<file path="config.mk">
export PLATFORM = sky130hd
export DESIGN_NAME = accumulator_sequencer
export DESIGN_NICKNAME = d
export VERILOG_FILES = /design/src/rtl/accumulator_sequencer.sv
export SDC_FILE = /design/constraint.sdc
export NUM_CORES = 1
export LEC_CHECK = 0
export CAP_MARGIN = 20
export CORE_ASPECT_RATIO = 1.2
export CORE_MARGIN = 5
export CORE_UTILIZATION = 45
export DETAILED_ROUTE_END_ITERATION = 6
export GPL_TIMING_DRIVEN = 0
export PLACE_DENSITY = 0.69
export SYNTH_ARGS = -nofsm -noshare
export SYNTH_HDL_FRONTEND = slang
export SYNTH_SLANG_ARGS = --single-unit
</file>
<file path="constraint.sdc">
create_clock -name clk -period 2.37 [get_ports clk]
set_input_delay 0.474 -clock clk [delete_from_list [all_inputs] [get_ports clk]]
set_output_delay 0.474 -clock clk [all_outputs]
set_load 0.02 [all_outputs]
</file>
<file path="src/rtl/accumulator_sequencer.sv">
// accumulator_sequencer: walks psum rows over K tiles for one output tile and drives the accumulation-buffer ports.
// Optional macro ACC_SEQ_STALL_CNT_EN adds a saturating 16-bit stall_cnt output.
module accumulator_sequencer #(
  parameter int ADDR_W = 6,
  parameter int KT_W   = 8
) (
  input  logic              clk,
  input  logic              rst_n,
  input  logic              start,
  input  logic [KT_W-1:0]   k_tiles,
  input  logic [ADDR_W:0]   rows,
  input  logic              psum_valid,
  output logic              buf_rd_en,
  output logic [ADDR_W-1:0] buf_rd_addr,
  output logic              buf_wr_en,
  output logic [ADDR_W-1:0] buf_wr_addr,
  output logic              zero_sel,
  output logic              fwd_sel,
  output logic              out_valid,
  output logic              busy,
  output logic              done
`ifdef ACC_SEQ_STALL_CNT_EN
  ,
  output logic [15:0]       stall_cnt
`endif
);

  typedef enum logic [1:0] {IDLE, RUN, DRAIN, DONE} stateT;

  stateT             state, nextState;
  logic [ADDR_W-1:0] rowCnt, rowsLast;
  logic [KT_W-1:0]   ktCnt, ktLast;
  logic [ADDR_W:0]   rowsEff;
  logic [KT_W-1:0]   ktEff;
  logic              accept, lastRow, lastTile, startAcc;

  logic              s1Valid, s1Zero, s1Final;
  logic [ADDR_W-1:0] s1Addr;
  logic              prevWrValid;
  logic [ADDR_W-1:0] prevWrAddr;

  assign accept   = (state == RUN) && psum_valid;
  assign startAcc = (state == IDLE) && start;
  assign lastRow  = (rowCnt == rowsLast);
  assign lastTile = (ktCnt == ktLast);
  assign rowsEff  = (rows == '0) ? (ADDR_W+1)'(1) : rows;
  assign ktEff    = (k_tiles == '0) ? KT_W'(1) : k_tiles;

  always_ff @(posedge clk) begin
    if (!rst_n) state <= IDLE;
    else        state <= nextState;
  end

  always_comb begin
    nextState = state;
    unique case (state)
      IDLE:    if (start) nextState = RUN;
      RUN:     if (accept && lastRow && lastTile) nextState = DRAIN;
      DRAIN:   nextState = DONE;
      DONE:    nextState = IDLE;
      default: nextState = IDLE;
    endcase
  end

  // Stage 0 counters plus the one-cycle stage-1 register that carries each accepted row to its write.
  always_ff @(posedge clk) begin
    if (!rst_n) begin
      rowCnt      <= '0;
      ktCnt       <= '0;
      rowsLast    <= '0;
      ktLast      <= '0;
      s1Valid     <= 1'b0;
      s1Addr      <= '0;
      s1Zero      <= 1'b0;
      s1Final     <= 1'b0;
      prevWrValid <= 1'b0;
      prevWrAddr  <= '0;
    end else begin
      if (startAcc) begin
        rowsLast <= ADDR_W'(rowsEff - (ADDR_W+1)'(1));
        ktLast   <= ktEff - KT_W'(1);
        rowCnt   <= '0;
        ktCnt    <= '0;
      end else if (accept) begin
        if (lastRow) begin
          rowCnt <= '0;
          ktCnt  <= ktCnt + KT_W'(1);
        end else begin
          rowCnt <= rowCnt + ADDR_W'(1);
        end
      end
      s1Valid <= accept;
      if (accept) begin
        s1Addr  <= rowCnt;
        s1Zero  <= (ktCnt == '0);
        s1Final <= lastTile;
      end
      prevWrValid <= s1Valid;
      prevWrAddr  <= s1Addr;
    end
  end

  always_comb begin
    buf_rd_en   = accept;
    buf_rd_addr = accept ? rowCnt : '0;
    buf_wr_en   = s1Valid;
    buf_wr_addr = s1Valid ? s1Addr : '0;
    zero_sel    = s1Valid && s1Zero;
    out_valid   = s1Valid && s1Final;
    // Back-to-back writes to one address: the buffer read missed the sum still being written.
    fwd_sel     = s1Valid && prevWrValid && (s1Addr == prevWrAddr) && !s1Zero;
    busy        = (state != IDLE);
    done        = (state == DONE);
  end

`ifdef ACC_SEQ_STALL_CNT_EN
  logic [15:0] stallCnt;

  always_ff @(posedge clk) begin
    if (!rst_n)
      stallCnt <= '0;
    else if (startAcc)
      stallCnt <= '0;
    else if ((state == RUN) && !psum_valid && (stallCnt != 16'hFFFF))
      stallCnt <= stallCnt + 16'd1;
  end

  assign stall_cnt = stallCnt;
`endif

endmodule

</file>
==> run metrics, run 1 <==
most frequent cells in the layout=44 x dfxtp_1, 34 x nand2_1, 29 x clkdlybuf4s50_1; status=completed; commonest non-fill, non-tap cell in the layout=dfxtp_1; final instance area=around 2900 um^2; I/O Buffers=37; Tightest Pin Transition=around 0.51 ns; layout filler cell count=between 400 and 500; CTS H-tree depth=2; Post-CTS Hold Fix Bufs=0; Sw Ratio=around a third; buffers and inverters on the worst path=4; min-delay src=s1Final; DIE WIDTH=roughly 76 um; Area Overhead vs Synth=24.7%; fin crit period=approximately 2.3 ns; crit-path leading delay family=buffers and inverters; Hold Crit Class=reg -> reg; logic gate share of total power=a little under a third; Main synth FF type=dfxtp_1; vias per cell=between 5 and 6; IO Count=38; Clock power frac=26.2%; Switch Pwr=around 0.76 mW; hold path cells=2; Crit Path Max Fanout=7; Antenna Cells=0; Reg2Reg Setup Slack=0.26 ns; flip-flop and latch count after synthesis=46; Final period util=95.5%; CP required=about 1.9 ns; post-DP HPWL=slightly below 4000 um; layout cells sized above 1=4.89%; via count=around 2,000; first-pass GRT wire length=~8600 um; Post-layout nets=~360; clock latency at the later pin of the worst-skew pair=around 0.3 ns; vias in the first global route=1,937; PD cells=~760 nW/um^2; die area=approximately 6700 um^2; Avg WL per Cell=about 13 um; post-synthesis sequential area ratio=39.4%; CP Cell Sequence=clkdlybuf4s50_1, nand2_4, clkinvlp_4, nand2_1, inv_1, dlygate4sd2_1; Post-Syn Area=about 2300 um^2; Crit. End Element=primary output; critical path type=in -> out; drt initial violations=between 90 and 100; TritonCTS clock tree=yes; worst-case clock skew=between 0.005 and 0.006 ns; VDD IR max=474 uV; P_leak=~1.3 nW; GP Congestion=between 0.7 and 0.8; core area=~5000 um^2; Reg-to-Reg End=ktCnt[4]; Final Util=58.6%; cell internal pwr=1.45 mW; Clock Sink Count=46; Final Max Tran Viols=0; Initial Util=a little under half; MaxCap Viol Count=0; Root Driver=clkbuf_8; Residual DRC=0; Setup Viol. Count Final=0; Placed Cells=about 380; largest net degree at the start of global routing=15; initial antenna violation count=0; setup TNS=0 ns; first drt pass iteration count=4; CP Launch Type=input pin; RSZ-0062 raised after global routing=false; clk buf depth=2; total gr overflow=0; Avg Cell Area, Syn=8.31 um^2; warnings from Yosys=0; Post-DRT Antenna Nets=0; power consumption=around 2.2 mW; Max Clock Freq=approximately 440 MHz; Hold Fails Final Rpt=0; Slowest-stage cell, CP=clkdlybuf4s50_1; R2R cell count=9; Tot GR Track Use=16.3%; synth unique cells=28; cell count after synthesis=around 280; Core Rows=28; Hold EP=s1Final; Synth Net Count=between 300 and 400; part of the power in registers=between 40% and 50%; RR Startpoint=state[1]; relative slew slack=65.9%; CTS clk-pin slew, worst paths=~0.09 ns; CTS buffer count=5; CP max stage delay=~0.5 ns; arrival time worst endpoint=1.79 ns; Die Span Y=between 80 and 90 um; Post-synth EDFFs=0; routed wire length=approximately 5000 um; placed cell areas=about 2800 um^2; Post-Layout Cell Count=387; Async SR Flop Fraction=0%
[cell type report]
type                       instances  area [um^2]  area share (%)
multi-input combinational        207         1320            45.2
timing repair buffer              39          383            13.1
buffer                            11         41.3            1.42
clock inverter                     3         40.0            1.37
inverter                          16         63.8            2.19
tap                               60         75.1            2.58
sequential                        46          923            31.7
clock buffer                       5         68.8            2.36
[power groups by stage]
stage	logic, mW	registers, mW	clock network [mW]
after CTS	0.695	0.938	0.596
after detailed placement	0.686	0.957	0
after global placement	0.672	0.951	0
final	0.697	0.938	0.581
after global routing	0.785	0.952	0.621
after floorplan	0.483	0.938	0
[sequential cells by signal, summed over array words and instances, names as in the netlist]
register	count
rowCnt	6
buf_wr_en	1
s1Final	1
rowsLast	6
prevWrValid	1
s1Zero	1
state	2
ktLast	8
ktCnt	8
prevWrAddr	6
s1Addr	6
[kinds of logic after synthesis]
family	synth area share, %
flops	39.4
xor+xnor	12.4
simple gates	25.1
mux	1.29
fa+ha+maj	5.36
compound gates	12.0
buf+inv	4.50
[worst max path at each step]
stage                from             end  slack (ns)  depth (start not counted)
3_5_place_dp   psum_valid  buf_rd_addr[1]       -0.68                          7
4_1_cts        psum_valid  buf_rd_addr[0]     0.00006                          3
6_report       psum_valid  buf_rd_addr[1]        0.11                          6
3_3_place_gp   psum_valid  buf_rd_addr[1]       -0.66                          7
5_1_grt          state[1]  buf_rd_addr[5]        0.01                          7
2_1_floorplan  k_tiles[5]       ktLast[4]        0.40                          8
[cells in the mapped netlist, drive strengths merged, types with 3 or more instances]
cell type / n / area share [%]
a211oi: 9 / 2.9
a21oi: 21 / 4.5
and2: 17 / 4.6
and3: 5 / 1.3
clkbuf: 12 / 1.9
dfxtp: 46 / 39
ha: 10 / 5.4
inv: 16 / 2.6
mux2i: 3 / 1.3
nand2: 35 / 5.6
nand3: 12 / 2.8
nand4: 3 / 0.80
nor2: 25 / 4.0
nor3: 4 / 0.86
nor4: 5 / 2.0
o21ai: 5 / 1.1
o31ai: 5 / 1.6
or3: 4 / 1.1
or4: 4 / 1.3
xnor2: 12 / 4.5
xor2: 21 / 7.9
[worst min-delay path, cell delays in order, from the launching register on]
cell and delay (ns):
dfxtp_1 0.32, nand2_1 0.05, a21oi_1 0.05
[metal layers]
metal	routed length (um)	track usage, %	up-vias	part of all wire, %
met5	0	0	-	0
li1	-	-	1042	-
met4	63	5.25	0	1.3
met2	2490	29.3	42	50
met3	276	3.15	5	5.6
met1	2130	19.0	915	43
[per-stage QoR]
stage               worst slack, ns  hold slack [ns]
floorplan                     0.401            0.432
finish                        0.106            0.464
global placement             -0.662            0.447
detailed placement           -0.678            0.456
CTS                       0.0000560            0.469
global route                 0.0145            0.490
[repair_timing]
item | CTS | global route
endpoints found under the setup margin | 6 | 6
endpoints found under the hold margin | 0 | 0
gates resized for setup | 8 | 5
setup buffers | 1 | 1
(Power assumes the default switching activity.)
==> inputs of run 2 (changes only) <==
--- a/config.mk
+++ b/config.mk
@@ -7,7 +7,6 @@
 export LEC_CHECK = 0
 export CAP_MARGIN = 20
 export CORE_ASPECT_RATIO = 1.2
-export CORE_MARGIN = 5
 export CORE_UTILIZATION = 45
 export DETAILED_ROUTE_END_ITERATION = 6
 export GPL_TIMING_DRIVEN = 0
==> run 2 against run 1 <==
Clock skew hardly changed. First-iteration DRC count is 1.1% lower. Fmax is 0.80% higher. Flip-flop and latch count stayed put. Die area is 19% lower. Clock power is 1% lower. Critical path type is now reg -> out. Final cell count is 0.52% higher. Non-clock buffer count is 2 higher. Largest power group unchanged. Power is 0.63% higher. Register-to-register slack better by 0.15 ns. Critical path depth is 1 lower. Sequential share of layout area is 0.36 points lower.
==> run metrics, run 2 (synthesis results as in run 1) <==
CP max stage delay=0.60 ns; drt initial violations=94; initial antenna violation count=0; Area Overhead vs Synth=26.1%; most frequent cells in the layout=44 x dfxtp_1, 34 x nand2_1, 29 x clkdlybuf4s50_1; CTS H-tree depth=2; worst-case clock skew=between 0.006 and 0.007 ns; Final Max Tran Viols=0; layout cells sized above 1=under 10%; VDD IR max=a little under 400 uV; relative slew slack=about two thirds; cell internal pwr=~1.5 mW; Clock power frac=around a quarter; hold_ws=0.463 ns; min-delay src=s1Final; Crit Path Max Fanout=5; vias in the first global route=roughly 1,900; Hold Crit Class=reg -> reg; part of the power in registers=between 40 and 50%; first-pass GRT wire length=~8500 um; biggest registers after layout=ktCnt (8), ktLast (8); vias per cell=5.17; Tot GR Track Use=between 20% and 30%; clock latency at the later pin of the worst-skew pair=roughly 0.29 ns; status=completed; hold path cells=2; total gr overflow=0; TritonCTS clock tree=yes; Hold EP=s1Final; clk buf depth=2; Core Rows=28; Residual DRC=0; MaxCap Viol Count=0; arrival time worst endpoint=1.77 ns; fin crit period=about 2.2 ns; critical path type=reg -> out; first drt pass iteration count=4; layout filler cell count=494; largest net degree at the start of global routing=15; Antenna Cells=0; placed cell areas=about 2800 um^2; Avg WL per Cell=around 13 um; CP Cell Sequence=inv_1, ha_2, nand2_4, clkinvlp_4, clkdlybuf4s50_1; via count=slightly above 2,000; CP Launch Type=flop; Placed Cells=around 380; routed wire length=between 4000 and 5000 um; Final period util=between 90% and 100%; GP Congestion=between 0.8 and 0.9; R2R cell count=9; Setup Viol. Count Final=0; Root Driver=clkbuf_8; Post-Layout Cell Count=roughly 390; Crit. End Element=primary output; Post-DRT Antenna Nets=0; CP required=around 1.9 ns; RSZ-0062 raised after global routing=false; P_leak=1.27 nW; logic gate share of total power=between 30% and 40%; Switch Pwr=between 0.7 and 0.8 mW; Post-layout nets=between 300 and 400; Tightest Pin Transition=~0.53 ns; Die Span Y=80.9 um; Reg2Reg Setup Slack=approximately 0.41 ns; core area=between 4000 and 5000 um^2; Hold Fails Final Rpt=0; RR Startpoint=state[1]; Final Util=59.2%; IO Count=38; die area=approximately 5500 um^2; post-DP HPWL=approximately 3700 um; DIE WIDTH=slightly below 70 um; Clock Sink Count=46; commonest non-fill, non-tap cell in the layout=dfxtp_1; CTS clk-pin slew, worst paths=0.08 ns; PD cells=approximately 760 nW/um^2; Max Clock Freq=between 400 and 500 MHz; final instance area=~3000 um^2; Sw Ratio=about a third; Reg-to-Reg End=ktCnt[4]; Initial Util=a little under half; I/O Buffers=37; CTS buffer count=5; Slowest-stage cell, CP=clkdlybuf4s50_1
-- run 2: worst max path at each step --
stage	startpoint	endpoint	slack, ns
2_1_floorplan	k_tiles[5]	ktLast[4]	0.40
3_3_place_gp	psum_valid	buf_rd_addr[1]	-0.67
3_5_place_dp	psum_valid	buf_rd_addr[5]	-0.67
5_1_grt	state[1]	buf_rd_addr[1]	0.03
6_report	state[1]	buf_rd_en	0.12
4_1_cts	state[1]	buf_rd_addr[2]	0.009
-- run 2: layout make-up --
cell class | instances | area [um^2] | share of cell area (%)
Multi-Input combinational cell | 207 | 1330 | 45.2
Tap cell | 60 | 75.1 | 2.55
Clock inverter | 2 | 37.5 | 1.27
Sequential cell | 46 | 923 | 31.3
Buffer | 11 | 41.3 | 1.40
Timing Repair Buffer | 41 | 402 | 13.6
Clock buffer | 6 | 72.6 | 2.46
Inverter | 16 | 63.8 | 2.17
-- run 2: power groups by stage --
stage          Clock, mW  Combinational, mW  Sequential [mW]
5_1_grt            0.623              0.809            0.952
3_3_place_gp           0              0.669            0.951
3_5_place_dp           0              0.679            0.956
2_1_floorplan          0              0.483            0.938
6_report           0.573              0.717            0.940
4_1_cts            0.590              0.716            0.940
-- run 2: critical path, delay by kind of cell, from the launching register on --
| kind | cells | cell delay, ns |
|---|---|---|
| fa+ha+maj | 1 | 0.24 |
| buf+inv | 3 | 0.79 |
| flops | 1 | 0.35 |
| simple gates | 1 | 0.09 |
-- run 2: through the flow --
stage	setup TNS, ns	setup WS (ns)	power [mW]
2_1_floorplan	0	0.401	1.42
3_3_place_gp	-3.87	-0.673	1.62
3_5_place_dp	-3.97	-0.668	1.64
4_1_cts	0	0.00862	2.25
5_1_grt	0	0.0289	2.38
6_report	0	0.124	2.23
-- run 2: metal layers --
layer / vias to the layer above / share of wire [%] / GRT usage (%)
met5: - / 0 / 0
met4: 0 / 0.98 / 7.92
met3: 4 / 3.4 / 4.21
met1: 907 / 44 / 24.6
met2: 49 / 51 / 35.0
li1: 1053 / - / -
-- run 2: repair_timing --
item	CTS	global route
endpoints found under the setup margin	6	5
hold buffers	0	0
resized for setup	10	7
buffers inserted	4	0
